$ cat src/rtl/ifu_pkg.sv
// Shared definitions for the instruction-fetch unit: fetch FSM encoding,
// default PC geometry and instruction width.
package ifu_pkg;

  localparam int          PC_W_DEFAULT     = 64;
  localparam logic [63:0] RESET_PC_DEFAULT = 64'h8000_0000;
  localparam int          INST_W           = 32;

  typedef enum logic [1:0] {
    ST_REQ  = 2'd0,
    ST_WAIT = 2'd1,
    ST_DROP = 2'd2
  } ifu_state_t;

endpackage

$ cat src/rtl/ifu_npc_sel.sv
// Next fetch-PC selection: ID redirect beats a predicted-taken target, which
// beats the sequential +4 path; the PC only moves on redirect or handshake.
module ifu_npc_sel #(
  parameter int PC_W = 64
) (
  input  logic [PC_W-1:0] pc,
  input  logic            redirect,
  input  logic [PC_W-1:0] redirect_pc,
  input  logic            advance,
  input  logic            pred_jump,
  input  logic [PC_W-1:0] pred_branch,
  output logic [PC_W-1:0] npc
);

  always_comb begin
    // NOTE: assign every combinational output a default first so no path
    // through the if/else chain leaves it unassigned and infers a latch.
    npc = pc;
    if (redirect) begin
      npc = redirect_pc;
    end else if (advance) begin
      // Sequential path wraps naturally at 2^PC_W.
      npc = pred_jump ? pred_branch : pc + PC_W'(4);
    end
  end

endmodule

$ cat src/rtl/ifu_pcgen.sv
// Fetch PC owner and fetch request sequencer: issues one request at a time,
// drops stale responses after a redirect, and holds one instruction for ID.
module ifu_pcgen
  import ifu_pkg::*;
#(
  parameter int              PC_W     = PC_W_DEFAULT,
  parameter logic [PC_W-1:0] RESET_PC = RESET_PC_DEFAULT[PC_W-1:0]
) (
  input  logic              clock,
  input  logic              reset,
  input  logic              pred_jump,
  input  logic [PC_W-1:0]   pred_branch,
  input  logic              id_redirect,
  input  logic [PC_W-1:0]   id_redirect_pc,
  input  logic              stall,
  output logic [PC_W-1:0]   pc,
  output logic              pc_ready,
  output logic              nop,
  output logic              if_req_valid,
  input  logic              if_req_ready,
  input  logic              if_rsp_valid,
  input  logic [INST_W-1:0] if_rsp_inst,
  output logic              if_valid,
  output logic [INST_W-1:0] if_inst,
  output logic [PC_W-1:0]   if_pc,
  output logic              if_pred_taken,
  output logic [PC_W-1:0]   if_pred_target
);

  ifu_state_t state_q, state_d;

  logic [PC_W-1:0]   pc_q, pc_d;

  logic [PC_W-1:0]   infl_pc_q, infl_pc_d;
  logic              infl_taken_q, infl_taken_d;
  logic [PC_W-1:0]   infl_target_q, infl_target_d;

  logic              slot_valid_q, slot_valid_d;
  logic [INST_W-1:0] slot_inst_q, slot_inst_d;
  logic [PC_W-1:0]   slot_pc_q, slot_pc_d;
  logic              slot_taken_q, slot_taken_d;
  logic [PC_W-1:0]   slot_target_q, slot_target_d;

  logic              req_valid;
  logic              req_fire;
  logic              rsp_load;

  // A request may issue only when the slot will have room by the time its
  // response lands; reset gates the combinational handshake outputs low.
  assign req_valid = (state_q == ST_REQ) & (~slot_valid_q | ~stall)
                   & ~id_redirect & ~reset;
  assign req_fire  = req_valid & if_req_ready;
  assign rsp_load  = (state_q == ST_WAIT) & if_rsp_valid & ~id_redirect;

  ifu_npc_sel #(.PC_W(PC_W)) u_npc_sel (
    .pc          (pc_q),
    .redirect    (id_redirect),
    .redirect_pc (id_redirect_pc),
    .advance     (req_fire),
    .pred_jump   (pred_jump),
    .pred_branch (pred_branch),
    .npc         (pc_d)
  );

  always_comb begin
    state_d = state_q;
    unique case (state_q)
      ST_REQ:  if (req_fire) state_d = ST_WAIT;
      ST_WAIT: begin
        if (if_rsp_valid)     state_d = ST_REQ;
        else if (id_redirect) state_d = ST_DROP;
      end
      ST_DROP: if (if_rsp_valid) state_d = ST_REQ;
      default: state_d = ST_REQ;
    endcase
  end

  always_comb begin
    infl_pc_d     = infl_pc_q;
    infl_taken_d  = infl_taken_q;
    infl_target_d = infl_target_q;
    slot_valid_d  = slot_valid_q;
    slot_inst_d   = slot_inst_q;
    slot_pc_d     = slot_pc_q;
    slot_taken_d  = slot_taken_q;
    slot_target_d = slot_target_q;

    if (req_fire) begin
      infl_pc_d     = pc_q;
      infl_taken_d  = pred_jump;
      infl_target_d = pred_branch;
    end

    // Flush beats load, and load beats drain.
    if (id_redirect) begin
      slot_valid_d = 1'b0;
    end else if (rsp_load) begin
      slot_valid_d  = 1'b1;
      slot_inst_d   = if_rsp_inst;
      slot_pc_d     = infl_pc_q;
      slot_taken_d  = infl_taken_q;
      slot_target_d = infl_target_q;
    end else if (slot_valid_q & ~stall) begin
      slot_valid_d = 1'b0;
    end
  end

  always_ff @(posedge clock or posedge reset) begin
    if (reset) begin
      state_q       <= ST_REQ;
      pc_q          <= RESET_PC;
      infl_pc_q     <= '0;
      infl_taken_q  <= 1'b0;
      infl_target_q <= '0;
      slot_valid_q  <= 1'b0;
      slot_inst_q   <= '0;
      slot_pc_q     <= '0;
      slot_taken_q  <= 1'b0;
      slot_target_q <= '0;
    end else begin
      // NOTE: non-blocking assignments so every register samples the
      // pre-edge values regardless of statement order.
      state_q       <= state_d;
      pc_q          <= pc_d;
      infl_pc_q     <= infl_pc_d;
      infl_taken_q  <= infl_taken_d;
      infl_target_q <= infl_target_d;
      slot_valid_q  <= slot_valid_d;
      slot_inst_q   <= slot_inst_d;
      slot_pc_q     <= slot_pc_d;
      slot_taken_q  <= slot_taken_d;
      slot_target_q <= slot_target_d;
    end
  end

  assign pc             = pc_q;
  assign if_req_valid   = req_valid;
  assign pc_ready       = req_fire;
  assign nop            = id_redirect & ~reset;
  assign if_valid       = slot_valid_q;
  assign if_inst        = slot_inst_q;
  assign if_pc          = slot_pc_q;
  assign if_pred_taken  = slot_taken_q;
  assign if_pred_target = slot_target_q;

endmodule

$ cat config.mk
export PLATFORM = sky130hd
export DESIGN_NAME = ifu_pcgen
export DESIGN_NICKNAME = d
export VERILOG_FILES = /design/src/rtl/ifu_pkg.sv /design/src/rtl/ifu_npc_sel.sv /design/src/rtl/ifu_pcgen.sv
export SDC_FILE = /design/constraint.sdc
export NUM_CORES = 1
export LEC_CHECK = 0
export ABC_AREA = 1
export CAP_MARGIN = 20
export CORE_MARGIN = 4
export CORE_UTILIZATION = 55
export DETAILED_ROUTE_END_ITERATION = 10
export DONT_BUFFER_PORTS = 1
export GPL_ROUTABILITY_DRIVEN = 0
export PLACE_DENSITY = 0.72
export SETUP_SLACK_MARGIN = 0.5
export SYNTH_ARGS = -nofsm -noshare
export SYNTH_HDL_FRONTEND = slang
export SYNTH_SLANG_ARGS = --single-unit
$ cat constraint.sdc
create_clock -name clock -period 20.6 [get_ports clock]
set_input_delay 4.12 -clock clock [delete_from_list [all_inputs] [get_ports clock]]
set_output_delay 4.12 -clock clock [all_outputs]
set_load 0.01 [all_outputs]
* Word-level counts from Yosys, hierarchy flattened
Cells that the tools add are included.
Storage, ports and cells: flip-flop bits (word level) 357, output and inout bits 229
Operators by class: $add $sub $neg 1, equal/unequal tests 5, mux-type cells 11, bitwise logic cells 13, reduce and logical (&&, ||, !) cells 5
Operators with widths (count):
- $mux 64 | 3
- $add 64x3->64 const B | 1
- $and 1x1->1 | 8
- $mux 2 | 4
- $pmux 2 s3 | 1
- $ne 2x2->1 const B | 2
- $not 1->1 | 4
- $mux 1 | 3
- $ne 3x3->1 const B | 1
- $reduce_and 3->1 | 1
- $reduce_bool 3->1 | 1
- $eq 2x1->1 const B | 1
- $eq 2x2->1 const B | 1
- $logic_not 2->1 | 1
- $reduce_and 2->1 | 1
- $reduce_bool 2->1 | 1
- $or 1x1->1 | 1

* Depth between registers and ports, before layout
depth in word-level cells 8, depth in mapped cells 11, gate-level depth less buffers 11

* By module
Synthesis repeated with hierarchy kept, for this count alone.
Second synthesis, totals: cells, all modules 2205, area, all modules 17261.6 um2
By module, submodules not included:
- ifu_pcgen | instances 1, cells an instance 1325, area each 13244.0 um2, sequential area each 8934.8 um2
- ifu_npc_sel | instances 1, cells an instance 880, area each 4017.6 um2, sequential area each 0.0 um2

* Least setup slack after synthesis
Ideal clock, no wire load.
kind input to output, from input port id_redirect, to output port pc_ready, arrival 4.962 ns, data required time 16.480 ns, slack 11.518 ns, stages on the path 5, path through buf_2 > nor3_4 > nand2_2 > clkinv_1 > buf_2
Between the ends: word-level cells in the longest chain between the ends 4
Ends and longest elaborated chain:
- from (decl) | line ifu_pcgen.sv:13 | input logic id_redirect,
- $not 1->1 (no source line)
- $and 1x1->1 (2 in a row) | line ifu_pcgen.sv:51 | & ~id_redirect & ~reset;
- named net if_req_valid | line ifu_pcgen.sv:19 | output logic if_req_valid,
- $and 1x1->1 | line ifu_pcgen.sv:52 | assign req_fire = req_valid & if_req_ready;
- to (decl) | line ifu_pcgen.sv:17 | output logic pc_ready,
The timed path passes the listed nets, and every way through them passes these cells.

* Worst setup path in the final report
from input port stall, to output port pc_ready
Between the ends: word-level cells in the longest chain between the ends 6
Ends and longest elaborated chain:
- from (decl) | line ifu_pcgen.sv:15 | input logic stall,
- $not 1->1 | line ifu_pcgen.sv:50 | assign req_valid = (state_q == ST_REQ) & (~slot_valid_q | ~stall)
- $or 1x1->1 | line ifu_pcgen.sv:50
- $and 1x1->1 | line ifu_pcgen.sv:50
- $and 1x1->1 (2 in a row) | line ifu_pcgen.sv:51
- named net if_req_valid | line ifu_pcgen.sv:19
- $and 1x1->1 | line ifu_pcgen.sv:52
The timed path passes the listed nets, and every way through them passes these cells.

==> results.ini <==
[clocking]
clk_path_buf_depth = 3
path_clk_slew_ps = 60
cts_tree = done
h-tree-depth = 2
cts_made_buffers = 38
cts_resized = 0
root_buffer = clkbuf_16
hold_buffers = 0
cts_setup_buffers = 0
clkLatencyLatePin_ps = 520
cts_sinks = 357

[drt]
drt_iter0_drc = 1426
firstDrtPassIters = 6
drc = 0
viasPerCell = 5.68
antenna_left = 0
wl_um = 48400
wire_per_inst_um = 21.6
vias = 12700

[floorplan]
core-area_sq_um = 29600
die_y_um = 181
start_util = 0.558
io_pins = 396
die_w_um = 181
rows = 63
die-area_sq_um = 32900

[grt]
grt_overflow = 0
track_usage = 0.288
antenna_found_initial = 2
first_global_vias = 12600
grt_pass1_wl_um = 74100
grt_max_degree = 140

[setup_path]
arrival_ps = 6110
cp-start-kind = input pin
cp.required_ps = 16480
r2r_slack_ps = 17630
slowest_delay_ps = 930
endpoint_kind = output port
path_class = input pin to output port
slowest_stage = inv_2
crit_chain = nand2_1 > nand3_1 > nor3_4 > nand2_8 > inv_2
crit_fanout = 139

[synthesis]
synth_area_sq_um = 16500
syn_inst = 1858
ys_seq_area_frac = 0.541
ys_warn_count = 0
synth.distinct_cells = 36
synth_nets = 2026
synth_top_cell_by_area = dfrtp_1
syn_area_per_cell_sq_um = 8.90
synth_area_leaders = dfrtp_1 54%, nand2_1 12%, mux2_2 7.8%
yosysTopAreaCellShare = 0.539
synth_seq_cells = 357

[power_and_ir_drop]
leakagePower_nw = 8.89
peakVddDrop_v = 0.0000658
switching_share = 0.297
cellInternalPower_mw = 1.45
p_clk_frac = 0.347
combPwrFrac = 0.124
power_frac_seq = 0.529
power_density_nw_per_um2 = 114
p_sw_mw = 0.612

[worst_hold_path]
hold_class = flip-flop to flip-flop

[place]
post-place-ws_ps = 10380
dp_hpwl_um = 35700
port_buffers = 0

[sta]
finalCritPeriodShare = 0.497
relSlewSlack = 0.343
grt_setup_unrepaired = no
timing.final.hold_violations = 0
maxSlewViolCount = 0
tns_ps = 0
tightest_slew_ps = 986
fmax_mhz = 97.7
setup_violations = 0
finalClockSkew_ps = 10.2
holdWs_ps = 480
post-route-min-period_ps = 10230
setup_slack_ps = 10370

[run_status]
status = complete, no violations

[cells_and_area]
final_common_cell = nand2_1
final_nets = 1994
fin_util = 0.609
final_cell_mix = 522 x nand2_1, 356 x dfrtp_1, 210 x o21ai_0
drive_above_1_share = 0.126
nFillCells = 2549
area_growth_pct = 9.27

[job]
drv_cap = 0

-- cells in the mapped netlist (all sizes together) --
cell and instances:
nand2 538, dfrtp 356, o21ai 227, inv 204, mux2 133, nor2 126, nand3 70, a21oi 56
buf 46, clkbuf 37, xor2 22, nand4 17, xnor2 7, o211ai 6, o221ai 3, o21bai 2
and2 1, clkinv 1, dfstp 1, ha 1, nand3b 1, nor3 1, o31ai 1, or2 1
-- flip-flops by register name, indices dropped and copies added, names as in the netlist --
name,count
if_inst,32
if_pc,64
if_pred_taken,1
if_pred_target,64
if_valid,1
infl_pc_q,64
infl_taken_q,1
infl_target_q,64
pc,64
state_q,2
-- power groups by stage --
stage	Sequential [mW]	Clock (mW)	Combinational [mW]
2_1_floorplan	1.04	0	0.213
4_1_cts	1.09	0.727	0.258
6_report	1.09	0.715	0.255
3_5_place_dp	1.11	0	0.256
3_3_place_gp	1.10	0	0.243
5_1_grt	1.11	0.760	0.295
-- per-stage QoR --
| step | area, sq um | std cells | power [mW] |
|---|---|---|---|
| 2_1_floorplan | 16500 | 1858 | 1.26 |
| 3_3_place_gp | 16700 | 2175 | 1.34 |
| 3_5_place_dp | 16700 | 2175 | 1.36 |
| 4_1_cts | 18000 | 2240 | 2.08 |
| 5_1_grt | 18100 | 2242 | 2.17 |
| 6_report | 18100 | 2242 | 2.06 |
-- layout make-up --
type,count,area [sq um],share of cell area
Antenna cell,1,2.50,0.000139
Inverter,205,777,0.0430
Clock inverter,13,194,0.0107
Timing Repair Buffer,11,103,0.00568
Tap cell,390,488,0.0270
Sequential cell,357,8930,0.495
Multi-Input combinational cell,1213,6440,0.356
Clock buffer,52,1130,0.0624
-- final timing paths --
kind                              startpoint                 to  depth (start not counted)
max                                    stall           pc_ready                          5
min                        infl_target_q[38]  infl_target_q[38]                          2
max reg2reg                         if_valid              pc[5]                          7
min reg2reg                infl_target_q[38]  infl_target_q[38]                          2
max in group asynchronous              reset          if_pc[18]                          2
min in group asynchronous              reset         state_q[1]                          1
-- critical path: cells and delay by family --
kind	cells	cell delay [ps]
buffers and inverters	1	930
and+or+nand+nor	4	950
-- layer usage --
| metal | global-route usage | vias to the layer above | wire (um) |
|---|---|---|---|
| met5 | 0 | - | 11 |
| met4 | 0.0928 | 2 | 1680 |
| met3 | 0.102 | 108 | 5680 |
| met2 | 0.484 | 626 | 23600 |
| met1 | 0.348 | 6132 | 17400 |
| li1 | - | 5869 | - |
-- cell families after synthesis --
family | synth area share
AOI/OAI and AO/OA | 0.0914
xor gates and xnor gates | 0.0154
adders and majority gates | 0.000757
buffers and inverters | 0.0714
DFF | 0.541
muxes | 0.0906
and+or+nand+nor | 0.190
Note: power is estimated with default switching activity, not from simulation.
